$ cat config.mk
export PLATFORM = sky130hd
export DESIGN_NAME = move_list_collector
export DESIGN_NICKNAME = d
export VERILOG_FILES = /design/src/rtl/move_list_collector.sv
export SDC_FILE = /design/constraint.sdc
export NUM_CORES = 2
export LEC_CHECK = 0
export ABC_AREA = 1
export BUFFER_PORTS_ARGS = -buffer_cell sky130_fd_sc_hd__buf_2
export CAP_MARGIN = 10
export CORE_MARGIN = 4
export CORE_UTILIZATION = 25
export CTS_CLUSTER_DIAMETER = 60
export CTS_CLUSTER_SIZE = 16
export DETAILED_ROUTE_END_ITERATION = 16
export SLEW_MARGIN = 0
export SYNTH_ARGS = -nofsm -noshare
export SYNTH_HDL_FRONTEND = slang
export SYNTH_SLANG_ARGS = --single-unit
$ cat constraint.sdc
create_clock -name clk -period 9.65 [get_ports clk]
set_clock_uncertainty 0.1 [all_clocks]
set_input_delay 0.965 -clock clk [delete_from_list [all_inputs] [get_ports clk]]
set_output_delay 0.965 -clock clk [all_outputs]
set_load 0.1 [all_outputs]
$ cat src/rtl/move_list_collector.sv
// Move-list collector: snapshots one square's 16 move words, scans them in two
// passes (captures first, quiet moves second) and queues non-empty moves in a
// FIFO that drains to the search controller through a valid/ready stream.
module move_list_collector #(
  parameter int unsigned NUM_SLOTS = 16,
  parameter int unsigned DEPTH     = 32,
  parameter int unsigned CW        = $clog2(DEPTH + 1)
) (
  input  logic                    clk,
  input  logic                    clear_n,
  input  logic                    start,
  input  logic                    flush,
  input  logic [NUM_SLOTS*32-1:0] moves_in,
  output logic                    busy,
  output logic                    done,
  output logic                    overflow,
  output logic [31:0]             move_out,
  output logic                    move_valid,
  input  logic                    move_ready,
  output logic [CW-1:0]           move_count
);

  localparam int unsigned WW = 32;
  localparam int unsigned IW = (NUM_SLOTS > 1) ? $clog2(NUM_SLOTS) : 1;
  localparam int unsigned PW = (DEPTH > 1) ? $clog2(DEPTH) : 1;
  localparam logic [IW-1:0] LAST_IDX = IW'(NUM_SLOTS - 1);
  localparam logic [CW-1:0] FULL_CNT = CW'(DEPTH);

  typedef enum logic [1:0] {
    S_IDLE  = 2'd0,
    S_SCAN1 = 2'd1,
    S_SCAN2 = 2'd2,
    S_DONE  = 2'd3
  } state_e;

  state_e                  state_q, state_d;
  logic [NUM_SLOTS*WW-1:0] snap_q;
  logic [IW-1:0]           idx_q;
  logic                    overflow_q;
  logic [PW-1:0]           wr_ptr_q, rd_ptr_q;
  logic [CW-1:0]           count_q, count_d;
  logic [WW-1:0]           mem_q [DEPTH];

  logic          idle_c, scan_c, cap_pass_c;
  logic [WW-1:0] cur_word_c;
  logic          push_c, pop_c, full_c, wr_en_c, drop_c, flush_c, go_c;

  // State register
  always_ff @(posedge clk or negedge clear_n) begin
    if (!clear_n) state_q <= S_IDLE;
    else          state_q <= state_d;
  end

  // Next-state: two full passes over the slots, then a one-cycle DONE
  always_comb begin
    state_d = state_q;
    unique case (state_q)
      S_IDLE:  if (start) state_d = S_SCAN1;
      S_SCAN1: if (idx_q == LAST_IDX) state_d = S_SCAN2;
      S_SCAN2: if (idx_q == LAST_IDX) state_d = S_DONE;
      S_DONE:  state_d = S_IDLE;
      default: state_d = S_IDLE;
    endcase
  end

  // Output decode from the state register
  always_comb begin
    idle_c     = 1'b0;
    scan_c     = 1'b0;
    cap_pass_c = 1'b0;
    busy       = 1'b1;
    done       = 1'b0;
    unique case (state_q)
      S_IDLE:  begin idle_c = 1'b1; busy = 1'b0; end
      S_SCAN1: begin scan_c = 1'b1; cap_pass_c = 1'b1; end
      S_SCAN2: scan_c = 1'b1;
      S_DONE:  done = 1'b1;
      default: busy = 1'b0;
    endcase
  end

  // Select the snapshot slot under the scan index
  always_comb begin
    cur_word_c = '0;
    for (int unsigned k = 0; k < NUM_SLOTS; k++) begin
      if (idx_q == IW'(k)) cur_word_c = snap_q[WW*k +: WW];
    end
  end

  // Push/pop arbitration; a pop in the same cycle frees room for a push into a full list
  always_comb begin
    go_c    = idle_c && start;
    flush_c = idle_c && flush;
    push_c  = scan_c && (cur_word_c != '0) &&
              ((cur_word_c[29:24] != 6'd0) == cap_pass_c);
    pop_c   = (count_q != '0) && move_ready;
    full_c  = (count_q == FULL_CNT);
    wr_en_c = push_c && (!full_c || pop_c);
    drop_c  = push_c && full_c && !pop_c;
    count_d = count_q;
    if (wr_en_c && !pop_c)      count_d = count_q + CW'(1);
    else if (!wr_en_c && pop_c) count_d = count_q - CW'(1);
  end

  // Snapshot, scan index and sticky overflow
  always_ff @(posedge clk or negedge clear_n) begin
    if (!clear_n) begin
      snap_q     <= '0;
      idx_q      <= '0;
      overflow_q <= 1'b0;
    end else begin
      if (go_c) begin
        snap_q     <= moves_in;
        idx_q      <= '0;
        overflow_q <= 1'b0;
      end else begin
        if (scan_c) idx_q <= (idx_q == LAST_IDX) ? '0 : idx_q + IW'(1);
        if (drop_c) overflow_q <= 1'b1;
      end
    end
  end

  // FIFO pointers and occupancy; flush wins over a same-cycle pop
  always_ff @(posedge clk or negedge clear_n) begin
    if (!clear_n) begin
      wr_ptr_q <= '0;
      rd_ptr_q <= '0;
      count_q  <= '0;
    end else if (flush_c) begin
      wr_ptr_q <= '0;
      rd_ptr_q <= '0;
      count_q  <= '0;
    end else begin
      if (wr_en_c) wr_ptr_q <= wr_ptr_q + PW'(1);
      if (pop_c)   rd_ptr_q <= rd_ptr_q + PW'(1);
      count_q <= count_d;
    end
  end

  // FIFO storage; contents are only observable while counted
  always_ff @(posedge clk) begin
    if (wr_en_c) mem_q[wr_ptr_q] <= cur_word_c;
  end

  assign overflow   = overflow_q;
  assign move_valid = (count_q != '0);
  assign move_out   = move_valid ? mem_q[rd_ptr_q] : '0;
  assign move_count = count_q;

endmodule
==> results.md <==
- GR peak layer: met2
- Clock sink count: 1,559
- Die Ht: 522 um
- Critical Path AT: 7.47 ns
- Ranking of synthesized cells by area: edfxtp_1 (47%), dfrtp_1 (20%), nand2_1 (13%), o21ai_0 (4.5%), nor2_1 (4.2%)
- Cell Rows: 188
- Max Clock Freq: 140 MHz
- Post-synthesis mux area share: 0%
- Sequential area share after synthesis: 66.9%
- Met1 GRT Util: 23.1%
- Final WL: 249 mm
- Hold Buf Count CTS: 0
- Final period util: 74.1%
- Crit-path max FO: 73
- Routed vias: 50,800
- Dpl hpwl: 171 mm
- Port buffer count: 558
- Layout cells sized above 1: 13.7%
- Most common cell after layout, fill and taps aside: nand2_1
- Worst hold path class: input port to async pin
- Slew margin rel.: 15.0%
- Initial antenna violation count: 32
- Post CTS Setup Buffer Count: 0
- CP max-delay cell: nor2_4
- Place WS: 2.17 ns
- CTS H-Tree Depth: 4
- GPL Wtd Cong: 0.935
- Gr usage total: 17.7%
- Met2 Track Usage GR: 29.6%
- Drt first pass iters: 6
- Top delay family on crit path: simple AND/OR/NAND/NOR gates
- Complex-gate fraction of the synthesized area: 8.68%
- Vias in the first global route: 49,600
- Fin. Hold Viols: 0
- DRC: 0
- Unrepaired setup endpoints after global routing: no
- Fillers: 27,300
- Pleak: 0.0311 uW
- Met3 layer usage reported by global route: 2.77%
- Clk_lat worst skew: 0.83 ns
- I/O pins: 559
- Post_cts resized: 0
- Largest family of logic cells by synthesized area: simple AND/OR/NAND/NOR gates
- Crit. End Element: flip-flop
- Number of max-cap violations: 0
- Critical path data required time: 9.97 ns
- Post-route setup TNS: 0 ns
- Final nets: 7,488
- Worst ir drop on vdd: 0.404 mV
- Mapped Cells: 6,599
- Starting Density: 25.1%
- Max Transition Viols Final: 0
- Top cell type's share of synthesized area: 46.6%
- Most frequent cells in the layout: nand2_1 (2,251), edfxtp_1 (1,024), nor2_1 (690)
- Crit path launch type: flip-flop
- Hold WS: 0.0729 ns
- Die area: 272,000 um^2
- Clock Path Buffers: 3
- Clk slew on worst S/H paths: 0.07 ns
- Core region area: 263,000 um^2
- Mapped Nets: 7,135
- CP bufs+invs: 2
- Via density: 4.81
- Post-synth top area cell: edfxtp_1
- Worst slew pin tran: 1.27 ns
- Netlist Area Pre-Place: 66,000 um^2
- Largest net degree at the start of global routing: 259
- Fin crit period: 7.15 ns
- Synth Area per Inst: 10.0 um^2
- Crit-path max cell delay: 1.02 ns
- # setup viols final: 0
- Final worst slack: 2.50 ns
- Synth Register Bits: 1,559
- CTS tree: yes
- Crit Path Class: flip-flop to flip-flop
- Synth Area in Adders: 0.372%
- Simple-gate portion of the synthesized area: 20.5%
- Status: finished clean
- Most common cell on crit path: nand2_1
- Grt total ovfl: 0
- Power per Cell Area: 404 nW/um^2
- Root Buffer: clkbuf_16
- Ys Warns: 0
- Global-route wire length before repair: 355 mm
- TritonCTS Buffers: 134
- Wire length per cell: 23.6 um
- Antenna Nets Post-Route: 0
- Post-synthesis xor/xnor area fraction: 0.0398%
- Detailed router's first-iteration violation count: 5,786
- Chip Width: 522 um
- Cell variety after synth: 42
- Layout area overhead: 16.6%
-- power by group --
| part | internal [uW] | switching (uW) |
|---|---|---|
| sequential | 10500 | 952 |
| clock | 2790 | 2660 |
| combinational | 2820 | 11400 |
| total | 16100 | 15000 |
-- state kept, by name, indices dropped and copies added (netlist names) --
register and cells:
idx_q 4, snap_q 512, move_count 6, rd_ptr_q 5, state_q 2, mem_q 1024
overflow 1, wr_ptr_q 5
-- per-layer routing --
layer	share of wire [%]	up-vias
met5	0.022	-
met1	41	25200
met2	48	2285
met3	7.0	379
met4	4.2	8
li1	-	22900
-- Yosys cell counts --
cell type	number
nand2_4	1
a21oi_1	72
nor3_1	25
nor2_2	3
or2_1	8
o2111ai_1	1
o21bai_1	1
a211oi_1	2
nor2_1	730
nand3b_1	21
ha_1	18
clkbuf_1	369
buf_4	1
buf_1	17
nor2_8	1
clkinv_1	2
xor2_1	2
o22ai_1	166
o21a_1	1
or2_0	9
nand2_2	6
fa_1	1
nand4_1	1
nand2_1	2260
nor2_4	1
o211ai_1	16
edfxtp_1	1024
nand4_2	1
nand3_2	2
nor4_1	1
inv_1	179
dfrtp_1	535
xnor2_1	1
nand3_1	290
or2_2	52
a41oi_1	32
o21ai_0	590
o221ai_1	95
a21boi_0	3
inv_2	14
o21ai_1	17
buf_2	28
-- metrics by stage --
step	total power, uW	cells	area, um^2	utilization [%]
after floorplan	19100	6599	66000	-
after global placement	25500	10300	72600	27.6
after detailed placement	25700	10300	72600	27.6
after CTS	31200	10500	76800	29.3
after global routing	32500	10600	76900	29.3
final	31100	10600	77000	29.3
-- path summary, 6_finish.rpt --
path	to	startpoint	slack (ns)	cells past startpoint
min reg2reg	snap_q[91]$_DFFE_PN0P_	snap_q[91]$_DFFE_PN0P_	0.37	2
min	snap_q[208]$_DFFE_PN0P_	clear_n	0.07	1
min in group clk	snap_q[307]$_DFFE_PN0P_	moves_in[307]	0.23	3
max reg2reg	mem_q[25][18]$_DFFE_PP_	idx_q[2]$_DFFE_PN0P_	2.50	27
max in group asynchronous	snap_q[344]$_DFFE_PN0P_	clear_n	7.08	3
max	mem_q[25][18]$_DFFE_PP_	idx_q[2]$_DFFE_PN0P_	2.50	27
-- cell families after synthesis --
group	count (synthesis)
AO/OA/AOI/OAI	996
XOR/XNOR	3
adder cells (fa/ha/maj)	19
buffers and inverters	610
flip-flops	1559
AND/OR/NAND/NOR	3412
-- cell type report --
cell class	count	area (um^2)	share of cell area [%]
diodes	12	30.0	0.0390
clock buffers	159	3530	4.59
clock inverters	60	749	0.974
inverters	195	754	0.980
multi-input cells	4430	19900	25.8
flip-flops and latches	1559	44100	57.4
well taps	3515	4400	5.72
repair buffers	632	3490	4.54
(Power assumes the default switching activity.)
